## config.mk

```make
export PLATFORM = sky130hd
export DESIGN_NAME = risc_pipe_core
export DESIGN_NICKNAME = d
export VERILOG_FILES = /design/src/rtl/risc_pipe_core.sv
export SDC_FILE = /design/constraint.sdc
export NUM_CORES = 1
export LEC_CHECK = 0
export CORE_ASPECT_RATIO = 0.9
export CORE_UTILIZATION = 59
export CTS_CLUSTER_DIAMETER = 100
export DETAILED_ROUTE_END_ITERATION = 10
export GPL_ROUTABILITY_DRIVEN = 0
export HOLD_SLACK_MARGIN = 0.08
export PLACE_DENSITY_LB_ADDON = 0.15
export SYNTH_ARGS = -nofsm -noshare
export SYNTH_HDL_FRONTEND = slang
export SYNTH_SLANG_ARGS = --single-unit
```

## constraint.sdc

```tcl
create_clock -name clk -period 4.1 [get_ports clk]
set_input_delay 0.82 -clock clk [delete_from_list [all_inputs] [get_ports clk]]
set_output_delay 0.82 -clock clk [all_outputs]
set_load 0.01 [all_outputs]
```

## src/rtl/risc_pipe_core.sv

```systemverilog
// risc_pipe_core: parametrised 4-stage (IF/ID/EX/WB) RISC pipeline with loadable imem.
// Optional perf counters are enabled by defining RISC_PERF_CNT_EN.
module risc_pipe_core #(
   parameter int DATA_W     = 8,
   parameter int REG_ADDR_W = 2,
   parameter int PC_W       = 4
) (
   input  logic                  clk,
   input  logic                  reset,
   input  logic                  start,
   input  logic                  im_we,
   input  logic [PC_W-1:0]       im_waddr,
   input  logic [31:0]           im_wdata,
   input  logic [REG_ADDR_W-1:0] dbg_reg_addr,
   output logic [DATA_W-1:0]     dbg_reg_data,
   output logic [PC_W-1:0]       pc_out,
   output logic                  busy,
   output logic                  halted,
   output logic                  wb_valid,
   output logic [REG_ADDR_W-1:0] wb_reg,
   output logic [DATA_W-1:0]     wb_data,
   output logic [31:0]           cyc_cnt,
   output logic [31:0]           ret_cnt
);
   localparam int NREG  = 1 << REG_ADDR_W;
   localparam int DEPTH = 1 << PC_W;

   typedef enum logic [1:0] {S_IDLE, S_RUN, S_DRAIN, S_HALTED} state_t;

   state_t r_state, w_state_nxt;
   logic   r_drain;

   logic [31:0]       r_imem [DEPTH];
   logic [DATA_W-1:0] r_rf   [NREG];
   logic [PC_W-1:0]   r_pc;

   logic        r_ifid_v;
   logic [31:0] r_ifid_ins;

   logic                  r_idex_v;
   logic [3:0]            r_idex_op;
   logic [REG_ADDR_W-1:0] r_idex_rd;
   logic [DATA_W-1:0]     r_idex_a, r_idex_b, r_idex_imm;

   logic                  r_exwb_v;
   logic [REG_ADDR_W-1:0] r_exwb_rd;
   logic [DATA_W-1:0]     r_exwb_data;

   logic [3:0]            w_op;
   logic [REG_ADDR_W-1:0] w_rd, w_rs1, w_rs2;
   logic [DATA_W-1:0]     w_imm, w_a, w_b, w_alu;
   logic                  w_ex_wr, w_halt_id, w_go, w_idle_like;

   assign w_op  = r_ifid_ins[31:28];
   assign w_rd  = r_ifid_ins[24 +: REG_ADDR_W];
   assign w_rs1 = r_ifid_ins[20 +: REG_ADDR_W];
   assign w_rs2 = r_ifid_ins[16 +: REG_ADDR_W];
   assign w_imm = r_ifid_ins[DATA_W-1:0];

   assign w_idle_like = (r_state == S_IDLE) || (r_state == S_HALTED);
   assign w_go        = start && w_idle_like;
   assign w_halt_id   = (r_state == S_RUN) && r_ifid_v && (w_op == 4'hF);
   assign w_ex_wr     = r_idex_v && !r_idex_op[3] && (r_idex_op != 4'h0);

   always_comb begin
      w_alu = '0;
      case (r_idex_op)
         4'h1:    w_alu = r_idex_a + r_idex_b;
         4'h2:    w_alu = r_idex_a - r_idex_b;
         4'h3:    w_alu = r_idex_a & r_idex_b;
         4'h4:    w_alu = r_idex_a | r_idex_b;
         4'h5:    w_alu = r_idex_a ^ r_idex_b;
         4'h6:    w_alu = r_idex_imm;
         4'h7:    w_alu = r_idex_a + r_idex_imm;
         default: w_alu = '0;
      endcase
   end

   // Operand read: r0, then EX bypass, then write-through RF.
   always_comb begin
      w_a = r_rf[w_rs1];
      if (w_rs1 == '0)
         w_a = '0;
      else if (w_ex_wr && r_idex_rd == w_rs1)
         w_a = w_alu;
      else if (r_exwb_v && r_exwb_rd == w_rs1)
         w_a = r_exwb_data;
   end

   always_comb begin
      w_b = r_rf[w_rs2];
      if (w_rs2 == '0)
         w_b = '0;
      else if (w_ex_wr && r_idex_rd == w_rs2)
         w_b = w_alu;
      else if (r_exwb_v && r_exwb_rd == w_rs2)
         w_b = r_exwb_data;
   end

   always_comb begin
      w_state_nxt = r_state;
      case (r_state)
         S_IDLE, S_HALTED: if (start) w_state_nxt = S_RUN;
         S_RUN:            if (w_halt_id) w_state_nxt = S_DRAIN;
         S_DRAIN:          if (r_drain) w_state_nxt = S_HALTED;
         default:          w_state_nxt = S_IDLE;
      endcase
   end

   always_ff @(posedge clk) begin
      if (im_we && w_idle_like)
         r_imem[im_waddr] <= im_wdata;
   end

   always_ff @(posedge clk) begin
      if (reset) begin
         r_state     <= S_IDLE;
         r_drain     <= 1'b0;
         r_pc        <= '0;
         r_ifid_v    <= 1'b0;
         r_ifid_ins  <= '0;
         r_idex_v    <= 1'b0;
         r_idex_op   <= '0;
         r_idex_rd   <= '0;
         r_idex_a    <= '0;
         r_idex_b    <= '0;
         r_idex_imm  <= '0;
         r_exwb_v    <= 1'b0;
         r_exwb_rd   <= '0;
         r_exwb_data <= '0;
         for (int i = 0; i < NREG; i++)
            r_rf[i] <= '0;
      end else begin
         r_state <= w_state_nxt;
         r_drain <= (r_state == S_DRAIN) ? ~r_drain : 1'b0;
         if (r_exwb_v && r_exwb_rd != '0)
            r_rf[r_exwb_rd] <= r_exwb_data;
         if (w_go) begin
            r_pc     <= '0;
            r_ifid_v <= 1'b0;
            r_idex_v <= 1'b0;
            r_exwb_v <= 1'b0;
         end else if (busy) begin
            r_idex_v    <= r_ifid_v;
            r_idex_op   <= w_op;
            r_idex_rd   <= w_rd;
            r_idex_a    <= w_a;
            r_idex_b    <= w_b;
            r_idex_imm  <= w_imm;
            r_exwb_v    <= w_ex_wr;
            r_exwb_rd   <= w_ex_wr ? r_idex_rd : '0;
            r_exwb_data <= w_ex_wr ? w_alu : '0;
            r_ifid_v    <= 1'b0;
            if (r_state == S_RUN) begin
               r_pc <= r_pc + 1'b1;
               if (!w_halt_id) begin
                  r_ifid_v   <= 1'b1;
                  r_ifid_ins <= r_imem[r_pc];
               end
            end
         end
      end
   end

   assign pc_out       = r_pc;
   assign busy         = (r_state == S_RUN) || (r_state == S_DRAIN);
   assign halted       = (r_state == S_HALTED);
   assign wb_valid     = r_exwb_v;
   assign wb_reg       = r_exwb_rd;
   assign wb_data      = r_exwb_data;
   assign dbg_reg_data = (dbg_reg_addr == '0) ? '0 : r_rf[dbg_reg_addr];

`ifdef RISC_PERF_CNT_EN
   logic [31:0] r_cyc, r_ret;
   always_ff @(posedge clk) begin
      if (reset || w_go) begin
         r_cyc <= '0;
         r_ret <= '0;
      end else begin
         if (busy)     r_cyc <= r_cyc + 32'd1;
         if (wb_valid) r_ret <= r_ret + 32'd1;
      end
   end
   assign cyc_cnt = r_cyc;
   assign ret_cnt = r_ret;
`else
   assign cyc_cnt = '0;
   assign ret_cnt = '0;
`endif
endmodule
```

==> results of run 1 <==
final cells by class:
cell class / count / area, µm²
Clock buffer: 50 / 1040
Clock inverter: 21 / 204
Fill cell: 1994 / 9560
Inverter: 24 / 90.1
Multi-Input combinational cell: 644 / 5730
Sequential cell: 388 / 11000
Tap cell: 396 / 495
Timing Repair Buffer: 83 / 761
critical path, cell delays in order (launching register included):
cell and delay (ns):
dfxtp_1 0.44, nor2b_1 0.51, nand2_1 0.35, nand2_1 0.25, o31ai_1 0.10, a221o_1 0.32
ha_1 0.35, nand3_1 0.15, and3b_1 0.21, o211ai_1 0.21, a211oi_2 0.10, nor3_2 0.22
nand2_1 0.08, a32o_1 0.25
worst max-delay path by stage:
stage	to	slack, ns	cells past startpoint
after floorplan	r_imem[0][0]$_DFFE_PP_	0.87	6
after global placement	r_idex_b[7]$_SDFFE_PP0P_	0.51	13
after detailed placement	r_idex_b[7]$_SDFFE_PP0P_	0.53	13
after CTS	r_idex_a[7]$_SDFFE_PP0P_	0.51	13
after global routing	r_idex_a[7]$_SDFFE_PP0P_	0.18	13
final	r_idex_a[7]$_SDFFE_PP0P_	0.46	13
power groups by stage:
stage	Sequential, W	Combinational (W)	Clock (W)
6_report	0.00469	0.00172	0.00344
5_1_grt	0.00473	0.00186	0.00364
4_1_cts	0.00470	0.00173	0.00350
3_5_place_dp	0.00478	0.00172	0
3_3_place_gp	0.00478	0.00169	0
2_1_floorplan	0.00461	0.00146	0
cell families (layout without fill, tap and decap cells):
| kind of cell | Yosys count | count (layout) | synth area share [%] |
|---|---|---|---|
| flip-flops | 388 | 388 | 63.6 |
| AND/OR/NAND/NOR | 242 | 242 | 6.58 |
| multiplexers | 146 | 146 | 16.2 |
| buffers and inverters | 146 | 178 | 5.02 |
| AO/OA/AOI/OAI | 140 | 140 | 5.61 |
| adder cells (fa/ha/maj) | 30 | 30 | 2.22 |
| XOR/XNOR | 14 | 14 | 0.711 |
| other | 1 | 72 | 0.0217 |
through the flow:
stage	instances	util, %	instance area (µm²)	total power (W)	hold slack (ns)
after floorplan	1178	-	17500	0.00607	0.436
after global placement	1535	62.6	18100	0.00647	0.441
after detailed placement	1535	62.6	18100	0.00650	0.447
after CTS	1606	66.9	19300	0.00993	0.455
after global routing	1606	66.9	19300	0.0102	0.487
final	1606	66.9	19300	0.00986	0.456
per-layer routing:
layer  vias up  part of all wire [%]
met5         -                     0
met4         0                   2.2
met3        51                   5.4
met2       327                    49
met1      4892                    43
li1       4302                     -
layout by cell type, fill, tap and decap left out, types with 11 or more instances in the layout:
cell type	instances
dfxtp_1	65
nand2_1	82
clkdlybuf4s50_1	51
nor2_1	55
nor2_2	12
a22o_1	19
nand3_1	15
conb_1	72
mux4_2	106
and2_1	26
mux2i_1	28
a22oi_1	12
edfxtp_1	320
inv_1	24
buf_4	30
mux2_2	12
ha_1	28
nand2b_1	11
clkbuf_16	40
a21oi_1	44
xnor2_1	11
==> impl_results.md, run 1 <==
- CTS Sinks: approximately 390
- Starting Density: around three fifths
- Syn Area/Cell: 15.6 µm²
- Setup ws final: between 0.4 and 0.5 ns
- Vias in the first global route: 9258
- Clk buf depth: 3
- Critical Path AT: 4.07 ns
- Slew of the pin with the lowest slew margin: ~1.1 ns
- DR pass1 iterations: 7
- Worst-path fanout max: 14
- Post-Route WL: approximately 36 mm
- Fraction of post-synthesis cell area in the top cell type by area: a little under three fifths
- P_leak: between 6 and 7 nW
- Critical Path Source: r_idex_op[2]$_SDFFE_PP0P_
- DRC: 0
- Unrepaired setup endpoints after global routing: false
- Reg-to-reg critical path endpoint: r_idex_a[7]$_SDFFE_PP0P_
- Hold path cells: 2
- Combinational share of power: approximately 18%
- Slew Limit Fails: 0
- Largest regs: r_imem: 288 flops, r_rf: 32 flops, r_ifid_ins: 18 flops
- Full die area: 29900 µm²
- FF-to-FF path depth: 13
- Synth cell count leaders: 320 x edfxtp_1, 106 x mux4_2, 82 x nand2_1
- Hold path endpoint: r_ifid_ins[6]$_SDFFE_PP0P_
- Synthesized instance count: about 1.1k
- FF+latch count, synth: between 300 and 400
- Final nets: ~1.3k
- Fraction of layout cells with a size suffix above 1: between 10% and 20%
- CTS tree: yes
- Layout Skew: ~0.023 ns
- Hold WC Path Type: reg2reg
- Biggest area consumer among synthesized cells: edfxtp_1
- Max H-tree Level: 2
- Io pins: between 100 and 150
- Clock-pin slew on the worst setup and hold paths: 0.06 ns
- Final Hold Vio Count: 0
- Global route hottest layer: met2
- Core Box Area: 28900 µm²
- Hold Crit Start: r_ifid_ins[6]$_SDFFE_PP0P_
- Antenna diodes: 0
- CP required: between 4 and 5 ns
- Cts repair resizes: 0
- # setup viols final: 0
- Post-synth EDFFs: 320
- Internal: about 0.0072 W
- Yosys warns: 0
- Worst IR Drop VDD: roughly 410 µV
- Startpoint types: flop
- Post-CTS Setup Bufs: 0
- Die width: ~180 µm
- Worst R2R Start: r_idex_op[2]$_SDFFE_PP0P_
- Worst setup path category: reg2reg
- Fin crit period: around 3.6 ns
- Syn Std Cell Area: between 15000 and 20000 µm²
- Global-route met2 utilization: approximately 42%
- F_max: 275 MHz
- Sequential Power Share: between 40% and 50%
- Largest net degree at the start of global routing: 56
- Quantity of hold-fixing buffers added after cts: 0
- Outcome: finished, final reports clean
- Initial drt markers: between 900 and 1k
- Predominant post-synthesis flop cell: edfxtp_1
- Top reg by flops: r_imem
- HPWL Detailed: 23.3 mm
- Area delta synth->final: 11.9%
- Setup TNS: 0 ns
- Nature of the critical path endpoint: flop
- Initial antenna violation count: 0
- Vias per cell: a little under 6
- Clk root buf: clkbuf_16
- Met3 usage: about 3.2%
- Period utilization: approximately nine tenths
- Max Cap Viol: 0
- Relative slew slack: 24.0%
- Grt met1 use: 35.5%
- Row count: 59
- Count leader, synth: edfxtp_1
- Clk Latency, worst-skew pair: around 0.54 ns
- Sequential share of the synthesized area: 63.6%
- Overflow after GRT: 0
- DIE HEIGHT: roughly 160 µm
- Net Switching: about 0.0027 W
- Asr flop ratio synth: 0%
- Clock share of power: 34.9%
- Switching Share: 27.0%
- Synth unique cells: 62
- Reg-to-reg slack, setup: 0.46 ns
- Total track usage: around 25%
- Mean routed wirelength per cell: about 23 µm
- Final ANT Viol Nets: 0
- First-pass GRT wire length: between 50 and 60 mm
- Pre-CTS WS: between 0.5 and 0.6 ns
- P per Cell Area: slightly above 500 nW/µm²
- Input/output buffers: 52
- DR vias: 9572
- Max reg flops: ~290
- TritonCTS buffer count: 39
- Largest cells by area after synthesis: edfxtp_1 56%, mux4_2 14%, dfxtp_1 7.9%
(Power assumes the default switching activity.)
==> inputs of run 2 (changes only) <==
--- a/config.mk
+++ b/config.mk
@@ -5,6 +5,7 @@
 export SDC_FILE = /design/constraint.sdc
 export NUM_CORES = 1
 export LEC_CHECK = 0
+export ABC_CLOCK_PERIOD_IN_PS = 4100
 export CORE_ASPECT_RATIO = 0.9
 export CORE_UTILIZATION = 59
 export CTS_CLUSTER_DIAMETER = 100
@@ -12,6 +13,7 @@
 export GPL_ROUTABILITY_DRIVEN = 0
 export HOLD_SLACK_MARGIN = 0.08
 export PLACE_DENSITY_LB_ADDON = 0.15
+export REMOVE_ABC_BUFFERS = 1
 export SYNTH_ARGS = -nofsm -noshare
 export SYNTH_HDL_FRONTEND = slang
 export SYNTH_SLANG_ARGS = --single-unit
==> impl_results.md, run 2 (same netlist as run 1, synthesis figures left out) <==
- Outcome: finished, final reports clean
- Setup ws final: around 0.6 ns
- Fraction of layout cells with a size suffix above 1: approximately 20%
- Input/output buffers: 52
- Worst setup path category: in2out
- Cell family with most CP delay: buffers and inverters
- Reg-to-reg critical path endpoint: r_idex_b[7]$_SDFFE_PP0P_
- Die width: 182 µm
- Full die area: 29900 µm²
- DRC: 0
- Reg-to-reg slack, setup: 0.71 ns
- Slew Limit Fails: 0
- Critical Path Source: dbg_reg_addr[1]
- Clock share of power: a little over a third
- Vias per cell: roughly 6
- Startpoint types: primary input
- Largest regs: r_imem: 288 flops, r_rf: 32 flops, r_ifid_ins: 18 flops
- Vias in the first global route: approximately 9.5k
- Combinational share of power: 17.3%
- Net Switching: 0.00263 W
- Largest net degree at the start of global routing: just under 60
- Starting Density: 59.8%
- Final Hold Vio Count: 0
- Max H-tree Level: 2
- # setup viols final: 0
- Internal: between 0.007 and 0.008 W
- Slew of the pin with the lowest slew margin: 1.06 ns
- Io pins: 131
- Quantity of hold-fixing buffers added after cts: 0
- Total track usage: approximately a quarter
- Initial antenna violation count: 1
- Most frequent CP cell: clkdlybuf4s50_1
- Hold path cells: 2
- Clock-pin slew on the worst setup and hold paths: ~0.06 ns
- P per Cell Area: 515 nW/µm²
- Critical Path AT: 2.68 ns
- DR vias: ~9.7k
- Worst IR Drop VDD: 371 µV
- Final ANT Viol Nets: 0
- CTS tree: yes
- Final nets: approximately 1.3k
- Hold path endpoint: r_ifid_ins[7]$_SDFFE_PP0P_
- Clk root buf: clkbuf_16
- Hold Crit Start: r_ifid_ins[7]$_SDFFE_PP0P_
- HPWL Detailed: approximately 23 mm
- Clk buf depth: 3
- Mean routed wirelength per cell: roughly 23 µm
- Row count: 59
- First-pass GRT wire length: 55.2 mm
- Most common cell after layout, fill and taps aside: edfxtp_1
- Post-Route WL: 36.7 mm
- Period utilization: between 80% and 90%
- Nature of the critical path endpoint: output port
- DR pass1 iterations: 5
- Relative slew slack: between 20% and 30%
- TritonCTS buffer count: 39
- Pre-CTS WS: 0.612 ns
- Worst-path fanout max: 9
- Area delta synth->final: 12.7%
- Top reg by flops: r_imem
- Overflow after GRT: 0
- Core Box Area: 28900 µm²
- Hold WC Path Type: reg2reg
- DIE HEIGHT: around 160 µm
- Initial drt markers: around 840
- P_leak: 6.59 nW
- CP required: ~3.3 ns
- Post-CTS Setup Bufs: 0
- Unrepaired setup endpoints after global routing: false
- Max reg flops: between 200 and 300
- Worst R2R Start: r_idex_op[2]$_SDFFE_PP0P_
- FF-to-FF path depth: 14
- Fin cells: around 1.6k
- Sequential Power Share: 46.9%
- CTS Sinks: around 390
- Cts repair resizes: 0
- Clk Latency, worst-skew pair: 0.54 ns
- Max incr delay on CP: 0.76 ns
- Placed Cells: approximately 1.5k
- F_max: roughly 290 MHz
- Crit-path cells: clkdlybuf4s50_1, nor2b_1, buf_4, a22o_1, clkdlybuf4s50_1
- Switching Share: about a quarter
- Layout Skew: ~0.022 ns
- Fin crit period: between 3 and 4 ns
- Max Cap Viol: 0
- Most frequent cells in the layout: 320 x edfxtp_1, 106 x mux4_2, 82 x nand2_1, 72 x conb_1, 65 x dfxtp_1
- Buf/Inv on CP: 3
- CP max-delay cell: clkdlybuf4s50_1
## run 2: cell types whose count changed in the layout (fill, tap and decap cells not counted)
| cell | delta |
|---|---|
| buf_12 | +6 |
| buf_4 | -4 |
| bufinv_16 | +3 |
| clkbuf_1 | -6 |
| clkbuf_16 | -1 |
| clkbuf_2 | +1 |
| clkbuf_8 | +2 |
| clkinv_1 | +1 |
| clkinv_2 | -1 |
| clkinvlp_2 | -1 |
| clkinvlp_4 | -2 |
| diode_2 | +1 |
## run 2: tightest hold or removal path: cells and delay by family, from the launching register on
family / cells / cell delay, ns
AOI/OAI and AO/OA: 1 / 0.05
DFF: 1 / 0.31
and+or+nand+nor: 1 / 0.05
## run 2: worst max-delay path by stage
stage                                  end  cells past startpoint
6_report                   dbg_reg_data[2]                      5
5_1_grt                    dbg_reg_data[2]                      5
4_1_cts                    dbg_reg_data[3]                      5
3_5_place_dp               dbg_reg_data[3]                      5
3_3_place_gp               dbg_reg_data[3]                      5
2_1_floorplan  r_ifid_ins[30]$_SDFFE_PP0P_                      4
## run 2: cell type report
cell class                      count  area [µm²]
Clock buffer                       46        1020
Timing Repair Buffer               85         851
Clock inverter                     21         273
Antenna cell                        1        2.50
Inverter                           24        90.1
Fill cell                        1978        9420
Tap cell                          396         495
Sequential cell                   388       11000
Multi-Input combinational cell    644        5730
## run 2: routing by layer
metal / global-route usage, % / wire length, µm
met5: 0 / 0
met4: 9.43 / 1090
met3: 3.84 / 2230
met2: 41.9 / 18100
met1: 33.9 / 15300
## run 2: metrics by stage
| stage | hold slack, ns | total power, W | utilization, % | TNS [ns] | area, µm² |
|---|---|---|---|---|---|
| after CTS | 0.454 | 0.0101 | 67.4 | 0 | 19400 |
| final | 0.455 | 0.0100 | 67.4 | 0 | 19400 |
| after floorplan | 0.430 | 0.00597 | - | -7.88 | 16700 |
| after global routing | 0.474 | 0.0104 | 67.4 | 0 | 19400 |
| after global placement | 0.447 | 0.00648 | 62.9 | 0 | 18100 |
| after detailed placement | 0.446 | 0.00651 | 62.9 | 0 | 18100 |
## run 2: power by group through the flow
| stage | logic [W] | registers [W] | clock network, W |
|---|---|---|---|
| final | 0.00174 | 0.00469 | 0.00358 |
| after global routing | 0.00188 | 0.00472 | 0.00378 |
| after floorplan | 0.00120 | 0.00477 | 0 |
| after CTS | 0.00174 | 0.00469 | 0.00365 |
| after global placement | 0.00171 | 0.00477 | 0 |
| after detailed placement | 0.00173 | 0.00478 | 0 |
==> inputs of run 3 (changes only) <==
--- a/config.mk
+++ b/config.mk
@@ -12,7 +12,7 @@
 export DETAILED_ROUTE_END_ITERATION = 10
 export GPL_ROUTABILITY_DRIVEN = 0
 export HOLD_SLACK_MARGIN = 0.08
-export PLACE_DENSITY_LB_ADDON = 0.15
+export PLACE_DENSITY = 0.8
 export REMOVE_ABC_BUFFERS = 1
 export SYNTH_ARGS = -nofsm -noshare
 export SYNTH_HDL_FRONTEND = slang
==> impl_results.md, run 3 (same netlist as run 1, synthesis figures left out) <==
- Fin cells: 1609
- CTS Sinks: roughly 390
- Max H-tree Level: 2
- Largest regs: r_imem: 288 flops, r_rf: 32 flops, r_ifid_ins: 18 flops
- Placed Cells: between 1.5k and 2k
- CTS tree: yes
- Pre-CTS WS: around 0.59 ns
- Initial antenna violation count: 0
- First-pass GRT wire length: roughly 58 mm
- Setup TNS: 0 ns
- Clk Latency, worst-skew pair: approximately 0.54 ns
- Final Hold Vio Count: 0
- Tot Pwr: ~0.0099 W
- Vias in the first global route: ~10k
- Quantity of hold-fixing buffers added after cts: 0
- Top reg by flops: r_imem
- Overflow after GRT: 0
- Hold WC Path Type: reg2reg
- Cts repair resizes: 0
- Worst setup path category: in2out
- Fin crit period: around 3.5 ns
- HPWL Detailed: between 20 and 25 mm
- Row count: around 60
- Fraction of layout cells with a size suffix above 1: about a fifth
- DR vias: 9880
- Final ANT Viol Nets: 0
- Most common cell after layout, fill and taps aside: edfxtp_1
- Clk root buf: clkbuf_16
- Startpoint types: primary input
- Initial drt markers: between 1k and 1.5k
- Post-CTS Setup Bufs: 0
- Period utilization: 85.8%
- Area delta synth->final: 12.1%
- Starting Density: about 60%
- Critical Path AT: about 2.7 ns
- Clock-pin slew on the worst setup and hold paths: ~0.060 ns
- CP max-delay cell: clkdlybuf4s50_1
- Final Cell Area: ~19000 µm²
- # setup viols final: 0
- Setup ws final: 0.582 ns
- Max reg flops: roughly 290
- Post-DP Area: around 18000 µm²
- Max Cap Viol: 0
- Crit-path cells: clkdlybuf4s50_1, nor2b_1, buf_4, a22o_1, clkdlybuf4s50_1
- TritonCTS buffer count: 38
- DRC: 0
- Slew Limit Fails: 0
- Final nets: ~1.3k
- Antenna diodes: 0
- Die width: 182 µm
- Vias per cell: slightly above 6
- Input/output buffers: 52
- Core Box Area: ~29000 µm²
- Layout Skew: between 0.03 and 0.04 ns
- F_max: around 280 MHz
- P_leak: 6.56 nW
- Fill cells: 1880
- Slew of the pin with the lowest slew margin: approximately 1.0 ns
- Most frequent CP cell: clkdlybuf4s50_1
- Unrepaired setup endpoints after global routing: false
- Max incr delay on CP: ~0.76 ns
- Outcome: finished, final reports clean
- Worst IR Drop VDD: approximately 470 µV
- Post-Route WL: between 30 and 40 mm
- CP required: between 3 and 4 ns
- Cell family with most CP delay: buffers and inverters
- P per Cell Area: slightly above 500 nW/µm²
- Full die area: 29900 µm²
- Buf/Inv on CP: 3
- DIE HEIGHT: 164 µm
- Mean routed wirelength per cell: 23.6 µm
- Largest net degree at the start of global routing: slightly below 60
- Io pins: around 130
- Relative slew slack: between 30% and 40%
- Worst-path fanout max: 9
- Nature of the critical path endpoint: output port
- Total track usage: a little over a quarter
- Most frequent cells in the layout: 320 x edfxtp_1, 106 x mux4_2, 82 x nand2_1, 72 x conb_1, 65 x dfxtp_1
- Clk buf depth: 3
- DR pass1 iterations: 7
==> run 3: cell types whose count changed in the layout (fill, tap and decap cells not counted) <==
| cell | before | now |
|---|---|---|
| buf_12 | 7 | 1 |
| clkbuf_1 | 4 | 7 |
| bufinv_16 | 5 | 4 |
| clkinv_4 | 1 | 0 |
| clkinv_2 | 5 | 6 |
| diode_2 | 1 | 0 |
| buf_4 | 26 | 36 |
| inv_8 | 1 | 0 |
| clkinv_8 | 1 | 0 |
| clkbuf_8 | 2 | 1 |
| clkinv_1 | 6 | 9 |
| clkbuf_2 | 1 | 0 |
==> run 3: final timing paths <==
path	from	to	slack, ns	cells after the start
max	dbg_reg_addr[1]	dbg_reg_data[5]	0.58	5
min	r_ifid_ins[25]$_SDFFE_PP0P_	r_ifid_ins[25]$_SDFFE_PP0P_	0.46	2
max reg2reg	r_idex_op[2]$_SDFFE_PP0P_	r_idex_b[7]$_SDFFE_PP0P_	0.72	13
min reg2reg	r_ifid_ins[25]$_SDFFE_PP0P_	r_ifid_ins[25]$_SDFFE_PP0P_	0.46	2
==> run 3: tightest hold or removal path, delay by kind of cell (launching register included) <==
kind,cells,cell delay [ns]
AO/OA/AOI/OAI,1,0.05
flip-flops,1,0.31
AND/OR/NAND/NOR,1,0.05
==> run 3: report_power, final <==
group / internal (W) / switching [W] / leakage, nW
Combinational: 0.000812 / 0.000918 / 2.48
Sequential: 0.00445 / 0.000251 / 3.48
Clock: 0.00202 / 0.00144 / 0.606
Total: 0.00728 / 0.00261 / 6.56
==> run 3: layout make-up <==
type	count	area [µm²]	share of cell area [%]
clock inverter	21	223	1.15
sequential	388	11000	56.8
timing repair buffer	89	806	4.17
clock buffer	47	1020	5.25
multi-input combinational	644	5730	29.6
inverter	24	90.1	0.466
tap	396	495	2.56
==> run 3: per-layer routing <==
layer / GRT usage [%] / vias up / part of all wire (%)
met1: 34.2 / 5005 / 39
met5: 0 / - / 0
met2: 44.8 / 470 / 51
li1: - / 4309 / -
met4: 9.40 / 0 / 3.1
met3: 3.84 / 96 / 7.3
==> run 3: metrics by stage <==
step                      hold WS [ns]  utilization, %
after CTS                        0.458            67.0
final                            0.457            67.0
after global placement           0.444            62.7
after detailed placement         0.450            62.7
after floorplan                  0.430               -
after global routing             0.490            67.0
